--- config.mk ---
export PLATFORM = sky130hd
export DESIGN_NAME = expansion_bus_slave
export DESIGN_NICKNAME = d
export VERILOG_FILES = /design/src/rtl/expansion_bus_slave.sv
export SDC_FILE = /design/constraint.sdc
export NUM_CORES = 1
export LEC_CHECK = 0
export CAP_MARGIN = 20
export CORE_MARGIN = 4
export CORE_UTILIZATION = 40
export CTS_CLUSTER_SIZE = 28
export DETAILED_ROUTE_END_ITERATION = 8
export PLACE_DENSITY = 0.67
export REMOVE_ABC_BUFFERS = 1
export SLEW_MARGIN = 0
export SYNTH_ARGS = -nofsm -noshare
export SYNTH_HDL_FRONTEND = slang
export SYNTH_SLANG_ARGS = --single-unit
--- constraint.sdc ---
create_clock -name clk -period 5.1 [get_ports clk]
set_input_delay 1.275 -clock clk [delete_from_list [all_inputs] [get_ports clk]]
set_output_delay 1.275 -clock clk [all_outputs]
set_load 0.02 [all_outputs]
--- src/rtl/expansion_bus_slave.sv ---
// C64 expansion-port slave: syncs the port, one read/write strobe per selected cycle; read strobe SETTLE_CYCLES+1 clk after synced phi2 rise, oe 2 clk later.
// No backpressure (register file must accept every strobe); optional BUS_TIMEOUT_EN closes cycles held open past TIMEOUT_CYCLES.
module expansion_bus_slave #(
    parameter int SYNC_STAGES    = 2,
    parameter int SETTLE_CYCLES  = 2,
    parameter int TIMEOUT_CYCLES = 64
) (
    input  logic       clk,
    input  logic       rst,
    input  logic       bus_phi2,
    input  logic       bus_rw,
    input  logic       bus_io1_n,
    input  logic       bus_io2_n,
    input  logic [7:0] bus_a,
    input  logic [7:0] bus_d_in,
    output logic [7:0] bus_d_out,
    output logic       bus_d_oe,
    output logic [8:0] a,
    output logic [7:0] d_d,
    input  logic [7:0] d_q,
    output logic       read_strobe,
    output logic       write_strobe
);
    typedef enum logic [2:0] {IDLE, SETTLE, RD_REQ, RD_CAP, DRIVE, WR_ACC, WAIT_LOW} state_t;

    localparam int SW  = 20;
    localparam int SCW = $clog2(SETTLE_CYCLES + 1);

    // Control, address and data share one pipeline so they stay aligned.
    logic [SW-1:0] sync_q [SYNC_STAGES];
    logic [SW-1:0] sync_d [SYNC_STAGES];

    always_comb begin
        sync_d[0] = {bus_phi2, bus_rw, ~bus_io1_n, ~bus_io2_n, bus_a, bus_d_in};
        for (int i = 1; i < SYNC_STAGES; i++) sync_d[i] = sync_q[i-1];
    end

    always_ff @(posedge clk or posedge rst) begin
        if (rst) begin
            for (int i = 0; i < SYNC_STAGES; i++) sync_q[i] <= '0;
        end else begin
            for (int i = 0; i < SYNC_STAGES; i++) sync_q[i] <= sync_d[i];
        end
    end

    logic       phi2_s, rw_s, sel1_s, sel2_s, sel_s;
    logic [7:0] a_s, din_s;
    assign {phi2_s, rw_s, sel1_s, sel2_s, a_s, din_s} = sync_q[SYNC_STAGES-1];
    assign sel_s = sel1_s | sel2_s;

    state_t         state_q, state_d;
    logic           phi2_prev_q, phi2_prev_d;
    logic [8:0]     a_q, a_d;
    logic [7:0]     wdat_q, wdat_d;
    logic [7:0]     dout_q, dout_d;
    logic           oe_q, oe_d;
    logic [SCW-1:0] settle_cnt_q, settle_cnt_d;
    logic           rise, end_ev, active, tmo_hit;

    assign phi2_prev_d = phi2_s;
    assign rise        = phi2_s & ~phi2_prev_q;
    assign end_ev      = ~phi2_s | ~sel_s;
    assign active      = (state_q == SETTLE) || (state_q == RD_REQ) || (state_q == RD_CAP) ||
                         (state_q == DRIVE)  || (state_q == WR_ACC);

`ifdef BUS_TIMEOUT_EN
    localparam int TW = $clog2(TIMEOUT_CYCLES + 1);
    logic [TW-1:0] tmo_cnt_q, tmo_cnt_d;

    assign tmo_cnt_d = active ? tmo_cnt_q + TW'(1) : '0;
    assign tmo_hit   = active && (tmo_cnt_q >= TW'(TIMEOUT_CYCLES - 1));

    always_ff @(posedge clk or posedge rst) begin
        if (rst) tmo_cnt_q <= '0;
        else     tmo_cnt_q <= tmo_cnt_d;
    end
`else
    // Without the timeout option a cycle stays open until it ends on the bus.
    assign tmo_hit = 1'b0 && (TIMEOUT_CYCLES > 0);
`endif

    always_ff @(posedge clk or posedge rst) begin
        if (rst) state_q <= IDLE;
        else     state_q <= state_d;
    end

    always_comb begin
        state_d = state_q;
        unique case (state_q)
            IDLE:     if (rise && sel_s) state_d = rw_s ? SETTLE : WR_ACC;
            SETTLE:   if (tmo_hit)      state_d = WAIT_LOW;
                      else if (end_ev)  state_d = IDLE;
                      else if (settle_cnt_q >= SCW'(SETTLE_CYCLES - 1)) state_d = RD_REQ;
            RD_REQ:   state_d = tmo_hit ? WAIT_LOW : RD_CAP;
            RD_CAP:   state_d = tmo_hit ? WAIT_LOW : DRIVE;
            DRIVE:    if (tmo_hit || end_ev) state_d = WAIT_LOW;
            WR_ACC:   if (tmo_hit || end_ev) state_d = WAIT_LOW;
            WAIT_LOW: if (!phi2_s) state_d = IDLE;
            default:  state_d = IDLE;
        endcase
    end

    always_comb begin
        read_strobe  = (state_q == RD_REQ) && !tmo_hit;
        write_strobe = (state_q == WR_ACC) && end_ev && !tmo_hit;
        a_d          = a_q;
        wdat_d       = wdat_q;
        dout_d       = dout_q;
        oe_d         = oe_q;
        settle_cnt_d = settle_cnt_q;
        unique case (state_q)
            IDLE: if (rise && sel_s) begin
                a_d          = {sel2_s, a_s};
                settle_cnt_d = '0;
            end
            SETTLE: if (!end_ev) begin
                a_d = {sel2_s, a_s};
                if (settle_cnt_q != SCW'(SETTLE_CYCLES)) settle_cnt_d = settle_cnt_q + SCW'(1);
            end
            RD_CAP: if (!tmo_hit) begin
                dout_d = d_q;
                oe_d   = 1'b1;
            end
            DRIVE:  if (end_ev) oe_d = 1'b0;
            // Only data seen while the cycle is still valid is kept.
            WR_ACC: if (phi2_s && sel_s) wdat_d = din_s;
            default: ;
        endcase
        if (tmo_hit) oe_d = 1'b0;
    end

    always_ff @(posedge clk or posedge rst) begin
        if (rst) begin
            phi2_prev_q  <= 1'b0;
            a_q          <= '0;
            wdat_q       <= '0;
            dout_q       <= '0;
            oe_q         <= 1'b0;
            settle_cnt_q <= '0;
        end else begin
            phi2_prev_q  <= phi2_prev_d;
            a_q          <= a_d;
            wdat_q       <= wdat_d;
            dout_q       <= dout_d;
            oe_q         <= oe_d;
            settle_cnt_q <= settle_cnt_d;
        end
    end

    assign a         = a_q;
    assign d_d       = wdat_q;
    assign bus_d_out = dout_q;
    assign bus_d_oe  = oe_q;
endmodule

==> results of run 1 <==
## sequential cells by signal, summed over array words and instances, names as in the netlist
| register | flops |
|---|---|
| d_d | 8 |
| sel2_s | 1 |
| phi2_prev_q | 1 |
| sync_d | 20 |
| bus_d_out | 8 |
| phi2_prev_d | 1 |
| settle_cnt_q | 2 |
| a | 9 |
| rw_s | 1 |
| sel1_s | 1 |
| state_q | 3 |
| din_s | 8 |
| a_s | 8 |
| bus_d_oe | 1 |
## area by class of cell
class                   instances  area [µm²]  share of cell area
inverters                       6        22.5             0.00697
clock inverters                 3        42.5              0.0132
repair buffers                 58         578               0.179
multi-input cells              58         552               0.171
clock buffers                  12         145              0.0449
well taps                      72        90.1              0.0279
flip-flops and latches         72        1800               0.557
## cell usage after synthesis
library cell / count
nand2_1: 3
nor3b_1: 1
a22o_1: 2
o21ai_2: 1
o221ai_1: 1
nor2_1: 3
mux2_2: 17
nand2b_4: 1
a21oi_1: 1
o31a_1: 1
a31oi_1: 1
mux2_4: 8
and2_1: 1
o41a_1: 1
o32a_1: 1
inv_1: 6
o21ai_0: 3
or4_4: 1
buf_6: 1
nor3_2: 1
ha_1: 2
nor4b_1: 1
nand3_1: 1
or2_2: 1
nand2b_1: 1
dfrtp_1: 72
nor2b_1: 3
o21bai_1: 1
buf_2: 3
## cell families (layout without fill, tap and decap cells)
group,count (synthesis),count (layout),synth area share
muxes,25,25,0.130
AOI/OAI and AO/OA,13,13,0.0411
adders and majority gates,2,2,0.0104
and+or+nand+nor,18,18,0.0484
DFF,72,72,0.750
buffers and inverters,10,79,0.0203
## worst register-to-register path, cell delays in order (launching register included)
cell	delay (ps)
dfrtp_1	520
inv_1	160
nor3_2	610
mux2_2	410
## metal layers
layer	up-vias	part of all wire	global-route usage
met2	43	0.49	0.196
li1	605	-	-
met5	-	0	0
met3	9	0.050	0.0259
met1	650	0.43	0.156
met4	0	0.025	0.0777
## worst paths after layout
kind                       slack (ps)        from      endpoint
setup / recovery                 1810      sel2_s  write_strobe
max in group asynchronous        3010         rst      din_s[5]
hold reg to reg                   350   sync_d[1]      din_s[1]
min in group asynchronous        1520         rst    sync_d[14]
hold / removal                    350   sync_d[1]      din_s[1]
setup reg to reg                 3280  state_q[2]        d_d[5]
## cells in the final DEF, fill, tap and decap left out, drive strengths merged
cell,count
a21oi,1
a22o,2
a31oi,1
and2,1
buf,1
bufinv,1
clkbuf,12
clkdlybuf4s50,57
clkinv,1
clkinvlp,1
dfrtp,72
ha,2
inv,6
mux2,25
nand2,3
nand2b,2
nand3,1
nor2,3
nor2b,3
nor3,1
nor3b,1
nor4b,1
o21ai,4
o21bai,1
o221ai,1
o31a,1
o32a,1
o41a,1
or2,1
or4,1
## power breakdown
part	switching (µW)	internal (µW)	total, µW	leakage [µW]
Sequential	98.9	708	807	0.000853
Clock	186	236	422	0.0000925
Combinational	283	361	645	0.000474
## per-stage QoR
step | hold WS (ps) | instances | util | total power, µW
floorplan | 331 | 136 | - | 1160
global placement | 331 | 266 | 0.536 | 1440
detailed placement | 335 | 266 | 0.536 | 1470
CTS | 350 | 281 | 0.569 | 1900
global route | 354 | 281 | 0.569 | 1970
finish | 348 | 281 | 0.569 | 1870
==> results by group, run 1 <==
Synthesis
  • Synth cell types: 29
  • Syn avg cell area: 17.2 µm²
  • Ys Warns: 0
  • Synthesized area: 0.00240 mm²
  • Ranking of synthesized cells by area: dfrtp_1, mux2_2, mux2_4
  • Yosys reg bits: 72
  • Sequential area share after synthesis: 0.750
  • Top cell type by total area after synthesis: dfrtp_1
  • Share of the synthesized area in the top cell type: 0.750
  • Cells after Synth: 140

Drt
  • Vias: 1,307
  • Drt drc: 0
  • Final wirelength: 4150 µm
  • Wire per inst: 14.8 µm
  • DR pass1 iterations: 4
  • Post-route ant nets: 0
  • 1st-iter DRT viols: 44
  • Average vias per placed instance: 4.65

Final layout
  • Diode count: 0
  • Area growth syn-to-layout: 34.5%
  • Share of cells above drive strength 1: 0.215
  • Post-route cell area: 0.00323 mm²
  • # fillers: 451
  • Nets@finish: 237

Timing
  • Final hold violation count: 0
  • Clock Skew: 5.42 ps
  • Unrepaired setup endpoints after global routing: false
  • Worst setup margin: 1810 ps
  • Fmax: 304 MHz
  • Min cycle time layout: 3290 ps
  • Setup violations, final: 0
  • Slew headroom: 0.421
  • Period utilisation layout: 0.646
  • Setup_tns: 0 ps
  • Final max-slew violation count: 0
  • Worst slew pin tran: 869 ps

Power
  • PwrDens: 580 mW/mm²
  • Leak: 0.00142 µW
  • Worst vdd ir: 0.263 mV

Worst setup path
  • WP data required: 3830 ps
  • Largest stage delay, worst path: 610 ps
  • Crit end category: primary output
  • Worst path arrival time: 2020 ps
  • Worst-path cell chain: o21ai_2 > and2_1 > nor2b_1 > clkdlybuf4s50_1
  • CP Launch Type: register
  • Levels on crit path: 4
  • Critical path peak fanout: 8
  • Worst r2r path cells: 3
  • WS Path Type: register to primary output
  • Worst path top cell family by delay: buffers and inverters
  • CP max-delay cell: clkdlybuf4s50_1
  • Buf/Inv on CP: 1

Global routing
  • Tot GR Track Use: 0.124
  • Vias in the first global route: 1,415
  • Largest net degree at the start of global routing: 73
  • GRT overflow: 0
  • Initial antenna violation count: 0
  • First-pass GRT wire length: 6820 µm

Run
  • Maxcap violations: 0

Clocking
  • Setup repair bufs after CTS: 0
  • Post-CTS Hold Buffers: 0
  • Post-CTS sizing: 0
  • H-tree Lvls: 3
  • Clk_lat worst skew: 330 ps
  • Clock buffer depth: 2
  • Clock transition at path regs: 70 ps
  • CTS tree: done
  • Cts bufs inserted: 9
  • CTS Root Cell: clkbuf_8
  • CTS sink cnt: 72

Min path
  • Hold Crit Class: register to register
  • WHS Path Cells: 0

Place
  • RePlAce Congestion: 0.708
  • Placed inst area: 0.00304 mm²
  • Hpwl dp: 2920 µm
  • Worst slack, placed: 2150 ps
  • Port Buffers: 57

Die
  • Die W: 85.5 µm
  • Die area: 0.00731 mm²
  • Core Box Area: 0.00568 mm²
  • # IOs: 58
  • Row Count: 27
  • Die Y: 85.5 µm
  • Initial Util: 0.423

Run status
  • Status: finished, final reports clean
No activity file was read; power rests on OpenSTA's default activity.
==> run 2: changes to the inputs <==
- clock period: 5.1 -> 3.1 ns (I/O delays scaled with it)
==> run 2 against run 1 <==
Cell area up 0.54%. Via count up 1.7%. Clock power grew 58%. Highest routed layer unchanged.
==> results by group, run 2 (synthesis results as in run 1) <==
Timing
  • Clock Skew: 8.30 ps (+2.87 ps)
  • Worst slew pin tran: 728 ps (-141 ps)
  • Setup_tns: 0 ps (unchanged)
  • Final hold violation count: 0 (unchanged)
  • Setup violations, final: 0 (unchanged)
  • Min cycle time layout: 2800 ps
  • Unrepaired setup endpoints after global routing: false
  • Slew headroom: 0.512 (+0.0914)
  • Worst setup margin: 302 ps (-1500 ps)
  • Period utilisation layout: 0.902
  • Final max-slew violation count: 0 (unchanged)
  • Fmax: 357 MHz

Worst setup path
  • Worst path arrival time: 2020 ps (about the same)
  • Reg2reg setup slack: 1300 ps (-1980 ps)
  • CP Launch Type: register
  • WS Path Type: register to primary output
  • CP max-delay cell: clkdlybuf4s50_1
  • Largest stage delay, worst path: 610 ps (about the same)
  • WP data required: 2320 ps (-1510 ps)
  • Crit end category: primary output
  • Critical path peak fanout: 8 (unchanged)
  • Worst path top cell family by delay: buffers and inverters
  • Buf/Inv on CP: 1 (unchanged)
  • Worst-path cell chain: o21ai_2 > and2_1 > nor2b_1 > clkdlybuf4s50_1

Clocking
  • H-tree Lvls: 3 (unchanged)
  • Clock buffer depth: 2 (unchanged)
  • Post-CTS Hold Buffers: 0 (unchanged)
  • Clock transition at path regs: 70 ps (about the same)
  • Post-CTS sizing: 0 (unchanged)
  • CTS Root Cell: clkbuf_8
  • CTS sink cnt: 72 (unchanged)
  • Cts bufs inserted: 9 (unchanged)
  • CTS tree: done
  • Clk_lat worst skew: 330 ps (about the same)
  • Setup repair bufs after CTS: 0 (unchanged)

Die
  • Die area: 0.00731 mm² (unchanged)
  • Die Y: 85.5 µm (unchanged)
  • Die W: 85.5 µm (unchanged)
  • Core Box Area: 0.00568 mm² (unchanged)
  • # IOs: 58 (unchanged)
  • Row Count: 27 (unchanged)
  • Initial Util: 0.423 (unchanged)

Power
  • PwrDens: 941 mW/mm² (+62%)
  • Worst vdd ir: 0.428 mV (+63%)
  • Leak: 0.00143 µW (+0.68%)

Run
  • Maxcap violations: 0 (unchanged)

Global routing
  • Vias in the first global route: 1,371 (-3.1%)
  • Largest net degree at the start of global routing: 34 (-53%)
  • Tot GR Track Use: 0.129 (+0.00464)
  • First-pass GRT wire length: 6960 µm (+2.0%)
  • Initial antenna violation count: 0 (unchanged)
  • GRT overflow: 0 (unchanged)

Final layout
  • Commonest cells after routing, fill and taps aside: dfrtp_1, clkdlybuf4s50_1, mux2_2, clkbuf_8, mux2_4
  • Share of cells above drive strength 1: 0.223 (+0.00744)
  • Diode count: 0 (unchanged)
  • Nets@finish: 238 (+0.42%)
  • # fillers: 446 (-1.1%)
  • Area growth syn-to-layout: 35.3%
  • Number of flip-flops under the largest register name: 20 (unchanged)
  • Most common cell after layout, fill and taps aside: dfrtp_1

Drt
  • Drt drc: 0 (unchanged)
  • Vias: 1,329 (+1.7%)
  • 1st-iter DRT viols: 60 (+36%)
  • DR pass1 iterations: 4 (unchanged)
  • Average vias per placed instance: 4.70 (+0.96%)
  • Wire per inst: 15.1 µm (+2.5%)
  • Final wirelength: 4280 µm (+3.3%)
  • Post-route ant nets: 0 (unchanged)

Min path
  • Hold Crit Class: register to register

Run status
  • Status: finished, final reports clean

Place
  • Hpwl dp: 3080 µm (+5.5%)
  • Worst slack, placed: 658 ps (-1490 ps)
  • RePlAce Congestion: 0.687 (-2.9%)
  • Port Buffers: 57 (unchanged)
## run 2: changes by cell type in the layout (fill, tap and decap cells not counted)
cell | previous run | this run
buf_12 | 0 | 1
clkbuf_8 | 10 | 12
bufinv_16 | 1 | 0
## run 2: power by group
group | switching (µW) | internal [µW] | total [µW]
combinational | 470 | 597 | 1070
clock | 311 | 356 | 667
sequential | 158 | 1160 | 1320
total | 940 | 2120 | 3060
## run 2: worst reg2reg max path, stage by stage (launching register included)
cell	delay [ps]
dfrtp_1	500
inv_1	150
nor3_2	640
mux2_2	410
## run 2: stage by stage
step,instance area (µm²),power [µW],hold slack [ps],util,instances
floorplan,2380,1910,331,-,136
global placement,3060,2370,332,0.540,267
detailed placement,3060,2420,336,0.540,267
CTS,3250,3100,351,0.573,283
global route,3250,3220,357,0.573,283
finish,3250,3060,347,0.573,283
## run 2: final timing paths
check,startpoint,endpoint,depth (start not counted)
worst max-delay path,sel2_s,write_strobe,4
min in group asynchronous,rst,d_d[4],2
worst min-delay path,sync_d[6],din_s[6],0
max in group asynchronous,rst,sync_d[17],3
worst max register to register,state_q[2],d_d[6],3
worst min register to register,sync_d[6],din_s[6],0
## run 2: per-layer routing
metal  global-route usage  routed length, µm  vias up
met5                    0                  0        -
met3               0.0500                269        8
met1                0.150               1780      673
met2                0.201               2140       39
li1                     -                  -      609
met4               0.0777                 96        0
## run 2: final cells by class
type / count / area (µm²) / share of cell area
Multi-Input combinational cell: 58 / 552 / 0.170
Tap cell: 72 / 90.1 / 0.0277
Clock inverter: 2 / 12.5 / 0.00385
Timing Repair Buffer: 59 / 598 / 0.184
Clock buffer: 14 / 173 / 0.0531
Sequential cell: 72 / 1800 / 0.554
Inverter: 6 / 22.5 / 0.00693
